<file path="src/rtl/multicycle_ctrl.sv">
// Multicycle CPU control FSM: sequences fetch/decode/execute/memory/writeback
// and decodes the datapath strobes from the state and the latched opcode.
// Optional feature macro: STEP_MODE_EN (single-instruction step from IDLE).
`timescale 1ns/1ps
module multicycle_ctrl (
  input  logic       clk,
  input  logic       reset,
  input  logic       run,
  input  logic       step,
  input  logic [1:0] opcode,
  input  logic       eq,
  input  logic       mem_ack,
  output logic       pc_we,
  output logic       pc_src,
  output logic       ir_we,
  output logic       reg_we,
  output logic       mem_req,
  output logic       mem_rd,
  output logic       mem_wr,
  output logic       mem_to_reg,
  output logic       alu_src,
  output logic [2:0] state,
  output logic       busy,
  output logic       done,
  output logic [7:0] instr_count
);

  localparam int unsigned StateW = 3;
  localparam int unsigned OpW    = 2;
  localparam int unsigned CountW = 8;

  localparam logic [OpW-1:0] OP_ADD    = 2'b00;
  localparam logic [OpW-1:0] OP_LOAD   = 2'b01;
  localparam logic [OpW-1:0] OP_STORE  = 2'b10;
  localparam logic [OpW-1:0] OP_BRANCH = 2'b11;

  typedef enum logic [StateW-1:0] {
    S_IDLE   = 3'd0,
    S_FETCH  = 3'd1,
    S_DECODE = 3'd2,
    S_EXEC   = 3'd3,
    S_MEM    = 3'd4,
    S_WB     = 3'd5
  } state_e;

  state_e            state_q;
  state_e            state_d;
  logic [OpW-1:0]    op_q;
  logic [CountW-1:0] count_q;
  logic              retire;
  logic              start;

`ifdef STEP_MODE_EN
  // run wins over step; step only matters while sitting in IDLE
  assign start = run | step;
`else
  // step has no function in this build
  logic step_unused;
  assign step_unused = step;
  assign start       = run;
`endif

  // State, latched opcode and retired-instruction counter
  always_ff @(posedge clk or negedge reset) begin
    if (!reset) begin
      state_q <= S_IDLE;
      op_q    <= '0;
      count_q <= '0;
    end else begin
      state_q <= state_d;
      if (state_q == S_FETCH) begin
        op_q <= opcode;
      end
      if (retire) begin
        count_q <= count_q + CountW'(1);
      end
    end
  end

  // Next-state and Moore strobe decode from state and latched opcode
  always_comb begin
    state_d    = state_q;
    retire     = 1'b0;
    pc_we      = 1'b0;
    pc_src     = 1'b0;
    ir_we      = 1'b0;
    reg_we     = 1'b0;
    mem_req    = 1'b0;
    mem_rd     = 1'b0;
    mem_wr     = 1'b0;
    mem_to_reg = 1'b0;
    alu_src    = 1'b0;
    unique case (state_q)
      S_IDLE: begin
        if (start) begin
          state_d = S_FETCH;
        end
      end
      S_FETCH: begin
        ir_we   = 1'b1;
        pc_we   = 1'b1;
        state_d = S_DECODE;
      end
      S_DECODE: begin
        state_d = S_EXEC;
      end
      S_EXEC: begin
        unique case (op_q)
          OP_ADD: begin
            state_d = S_WB;
          end
          OP_LOAD, OP_STORE: begin
            alu_src = 1'b1;
            state_d = S_MEM;
          end
          OP_BRANCH: begin
            pc_src = 1'b1;
            pc_we  = eq;
            retire = 1'b1;
          end
          default: state_d = S_IDLE;
        endcase
      end
      S_MEM: begin
        mem_req = 1'b1;
        mem_rd  = (op_q == OP_LOAD);
        mem_wr  = (op_q == OP_STORE);
        if (mem_ack) begin
          if (op_q == OP_LOAD) begin
            state_d = S_WB;
          end else begin
            retire = 1'b1;
          end
        end
      end
      S_WB: begin
        reg_we     = 1'b1;
        mem_to_reg = (op_q == OP_LOAD);
        retire     = 1'b1;
      end
      default: state_d = S_IDLE;
    endcase
    // A retiring instruction always finishes; run decides whether another follows
    if (retire) begin
      state_d = run ? S_FETCH : S_IDLE;
    end
  end

  // Status outputs
  always_comb begin
    busy = (state_q != S_IDLE);
    done = retire;
  end

  assign state       = state_q;
  assign instr_count = count_q;

endmodule

</file>
<file path="config.mk">
export PLATFORM = sky130hd
export DESIGN_NAME = multicycle_ctrl
export DESIGN_NICKNAME = d
export VERILOG_FILES = /design/src/rtl/multicycle_ctrl.sv
export SDC_FILE = /design/constraint.sdc
export NUM_CORES = 1
export LEC_CHECK = 0
export CAP_MARGIN = 20
export CORE_MARGIN = 2
export CORE_UTILIZATION = 44
export CTS_CLUSTER_SIZE = 28
export DETAILED_ROUTE_END_ITERATION = 8
export PLACE_DENSITY_LB_ADDON = 0.1
export SYNTH_ARGS = -nofsm -noshare
export SYNTH_HDL_FRONTEND = slang
export SYNTH_SLANG_ARGS = --single-unit
</file>
<file path="constraint.sdc">
create_clock -name clk -period 3.6 [get_ports clk]
set_clock_uncertainty 0.2 [all_clocks]
set_input_delay 0.72 -clock clk [delete_from_list [all_inputs] [get_ports clk]]
set_output_delay 0.72 -clock clk [all_outputs]
set_load 0.005 [all_outputs]
</file>
==> tab_implementation.tex <==
\begin{tabular}{lr}
\hline
Metric & Value \\
\hline
\multicolumn{2}{l}{\textbf{Status}} \\
Run status & finished clean \\
\multicolumn{2}{l}{\textbf{Pwr}} \\
Tot Pwr & 0.777 mW \\
Pwr dens & 730 nW/um\^{}2 \\
Standby leakage power & 0.463 nW \\
Peak supply drop & 0.428 mV \\
\multicolumn{2}{l}{\textbf{Die}} \\
Width of the die & 46.0 um \\
Die ar. & 2110 um\^{}2 \\
Core area & 1690 um\^{}2 \\
Standard-cell row count & 15 \\
I/O pins & 30 \\
Initial core utilization & 45.9\% \\
Chip Height & 46.0 um \\
\multicolumn{2}{l}{\textbf{Clock network}} \\
TritonCTS clock tree & yes \\
Total of cells resized after clock tree synthesis & 0 \\
Post-CTS Setup Bufs & 0 \\
Num CTS Buffers & 3 \\
Library cell used as clock root buffer & sky130\_fd\_sc\_hd\_\_clkbuf\_4 \\
\# hold bufs at CTS & 0 \\
Bufs on Longest Clock Path & 2 \\
CTS Sinks & 13 \\
Clk\_lat worst skew & 0.27 ns \\
CTS H-tree lvls & 1 \\
Clk pin slew, worst setup/hold paths & 0.07 ns \\
\multicolumn{2}{l}{\textbf{Worst setup path}} \\
Data required, critical path & 2.68 ns \\
Setup slack of the worst register-to-register path & 1.71 ns \\
Cell-by-cell trace of the critical path & clkdlybuf4s50\_1 -> a21oi\_1 -> o21bai\_4 -> clkdlybuf4s50\_1 \\
Crit path buf inv count & 2 \\
Largest delay share family, worst path & buffers and inverters \\
Crit path max fanout & 11 \\
Sort of element at the start of the critical path & input pin \\
Startpoint-to-endpoint class of the critical path & in2out \\
CP max stage cell & sky130\_fd\_sc\_hd\_\_clkdlybuf4s50\_1 \\
Capturing element type of the critical path & output pin \\
Crit-path most repeated cell & sky130\_fd\_sc\_hd\_\_clkdlybuf4s50\_1 \\
CP max stage delay & 0.57 ns \\
Crit path DAT & 2.20 ns \\
\multicolumn{2}{l}{\textbf{STA}} \\
Maximum frequency from static timing analysis & 0.320 GHz \\
Setup repair after global routing missed its margin & no \\
Worst relative slew slack & 61.3\% \\
Max-slew violation count & 0 \\
Slew at the pin closest to its max-slew limit & 0.578 ns \\
Min Tclk post-route & 3.12 ns \\
Setup-failing EPs final & 0 \\
Setup Total Neg Slack & 0 ns \\
Hold Vio Cnt, Final & 0 \\
Final worst-path setup slack & 0.477 ns \\
Final period utilization & 86.8\% \\
\multicolumn{2}{l}{\textbf{Drt}} \\
Post-route DRC & 0 \\
Starting DRT DRC Count & 4 \\
Remaining antenna violation count after routing & 0 \\
Detailed-route wire length per cell & 12.5 um \\
Drt pass-1 iters & 4 \\
Detailed-route vias per instance & 5.18 \\
Total Routed Length & 1550 um \\
Routed via count & 642 \\
\multicolumn{2}{l}{\textbf{Synth}} \\
Sequential element share of the synthesized area & 42.0\% \\
Syn. warnings & 0 \\
Net count after synthesis & 92 \\
Area share of the largest cell type after synthesis & 42.0\% \\
Syn\_area\_per\_cell & 9.80 um\^{}2 \\
Number of distinct standard cells referenced by the synthesized netlist & 25 \\
Flip-flop cell with the highest count after synthesis & sky130\_fd\_sc\_hd\_\_dfrtp\_1 \\
Number of cells produced by synthesis & 79 \\
Yosys reg bits & 13 \\
Most instantiated cells after synthesis & 13 x sky130\_fd\_sc\_hd\_\_dfrtp\_1, 8 x sky130\_fd\_sc\_hd\_\_nand2\_1, 7 x sky130\_fd\_sc\_hd\_\_nor2\_1, 6 x sky130\_fd\_sc\_hd\_\_xnor2\_1 \\
EDFF count, synth & 0 \\
Most used standard cell by instance count after synthesis & sky130\_fd\_sc\_hd\_\_dfrtp\_1 \\
Top cells by area, synth & sky130\_fd\_sc\_hd\_\_dfrtp\_1 42\%, sky130\_fd\_sc\_hd\_\_ha\_1 8.1\%, sky130\_fd\_sc\_hd\_\_xnor2\_1 6.8\% \\
Dominant cell type by area after synthesis & sky130\_fd\_sc\_hd\_\_dfrtp\_1 \\
Fraction of registers with async set or reset after synthesis & 100\% \\
Area of the mapped netlist & 774 um\^{}2 \\
\multicolumn{2}{l}{\textbf{GRT}} \\
Antenna violations before repair & 0 \\
Vias in the first global route & 543 \\
Global-route usage over all layers & 16.1\% \\
First-pass GRT wire length & 2450 um \\
Maximum number of pins on one net before global-route repair & 14 \\
Total overflow reported by the global router & 0 \\
\multicolumn{2}{l}{\textbf{Final layout}} \\
Final design utilization & 63.0\% \\
Fillcell total & 157 \\
Post-layout net count & 121 \\
Number of antenna diodes & 0 \\
Area added between synthesis and finish & 37.5\% \\
Final instance area & 1060 um\^{}2 \\
Fraction of layout instances using a drive strength above 1 & 7.48\% \\
\multicolumn{2}{l}{\textbf{Worst hold path}} \\
Min-delay worst type & reg2reg \\
\multicolumn{2}{l}{\textbf{Placed design}} \\
Area after DPL & 1040 um\^{}2 \\
Post-detail-place hpwl & 1120 um \\
Placement-stage worst setup slack & 0.481 ns \\
IO buf count & 28 \\
Routability congestion estimate from global placement & 0.734 \\
\multicolumn{2}{l}{\textbf{Job}} \\
Maximum Capacitance Violations & 0 \\
\hline
\end{tabular}
## placed cells by master, fill, tap and decap left out, drive strengths merged
| master | count |
|---|---|
| clkdlybuf4s50 | 28 |
| dfrtp | 13 |
| nand2 | 8 |
| nor2 | 7 |
| xnor2 | 6 |
| inv | 5 |
| ha | 5 |
| nor3 | 4 |
| and3 | 4 |
| nand4 | 4 |
| clkbuf | 4 |
| a21oi | 3 |
| o21ai | 3 |
| nand2b | 2 |
| and2 | 2 |
| mux2 | 2 |
| and3b | 1 |
| o21bai | 1 |
| or3 | 1 |
| nor2b | 1 |
| xor2 | 1 |
| a311oi | 1 |
| a31oi | 1 |
## area by class of cell
cell class,instances,area [um^2],share of cell area [%]
multi-input combinational,57,393,36.9
sequential,13,325,30.6
timing repair buffer,28,280,26.3
clock buffer,4,26.3,2.47
tap,17,21.3,2.00
inverter,5,18.8,1.76
## state kept, by name, indices dropped and copies added (netlist names)
| register | cells |
|---|---|
| state | 3 |
| op_q | 2 |
| instr_count | 8 |
## final timing paths
kind,from,end,cells past startpoint
max,mem_ack,done,4
min,instr_count[7]$_DFFE_PN0P_,instr_count[7]$_DFFE_PN0P_,1
max reg2reg,state[2]$_DFFE_PN0P_,state[0]$_DFFE_PN0P_,4
min reg2reg,instr_count[7]$_DFFE_PN0P_,instr_count[7]$_DFFE_PN0P_,1
max in group asynchronous,reset,instr_count[3]$_DFFE_PN0P_,1
min in group asynchronous,reset,state[1]$_DFFE_PN0P_,1
## metal layers
metal | track usage [%] | wire length (um) | vias to the layer above
li1 | - | - | 320
met1 | 24.8 | 754 | 304
met2 | 22.8 | 716 | 18
met3 | 4.76 | 76 | 0
met4 | 1.71 | 0 | 0
met5 | 0 | 0 | -
## worst register-to-register path: cells and delay by family (launching register included)
family | cells | cell delay [ns]
mux | 1 | 0.38
flops | 1 | 0.50
simple gates | 2 | 0.51
compound gates | 1 | 0.19
## per-stage QoR
stage / std cells / hold WS (ns)
floorplan: 79 / 0.224
global placement: 120 / 0.261
detailed placement: 120 / 0.267
CTS: 124 / 0.277
global route: 124 / 0.311
finish: 124 / 0.281
## cell families after synthesis
group           count (synthesis)  share of synthesized area [%]
compound gates                  9                           8.24
xor+xnor                        7                           7.92
fa+ha+maj                       5                           8.08
buf+inv                         9                           7.27
flops                          13                           42.0
mux                             2                           3.39
simple gates                   34                           23.1
## power by group
| group | switching, mW | internal (mW) | total (mW) |
|---|---|---|---|
| Combinational | 0.168 | 0.242 | 0.410 |
| Clock | 0.0435 | 0.0428 | 0.0864 |
| Sequential | 0.0836 | 0.197 | 0.281 |
Power figures use the tool's default switching activity.
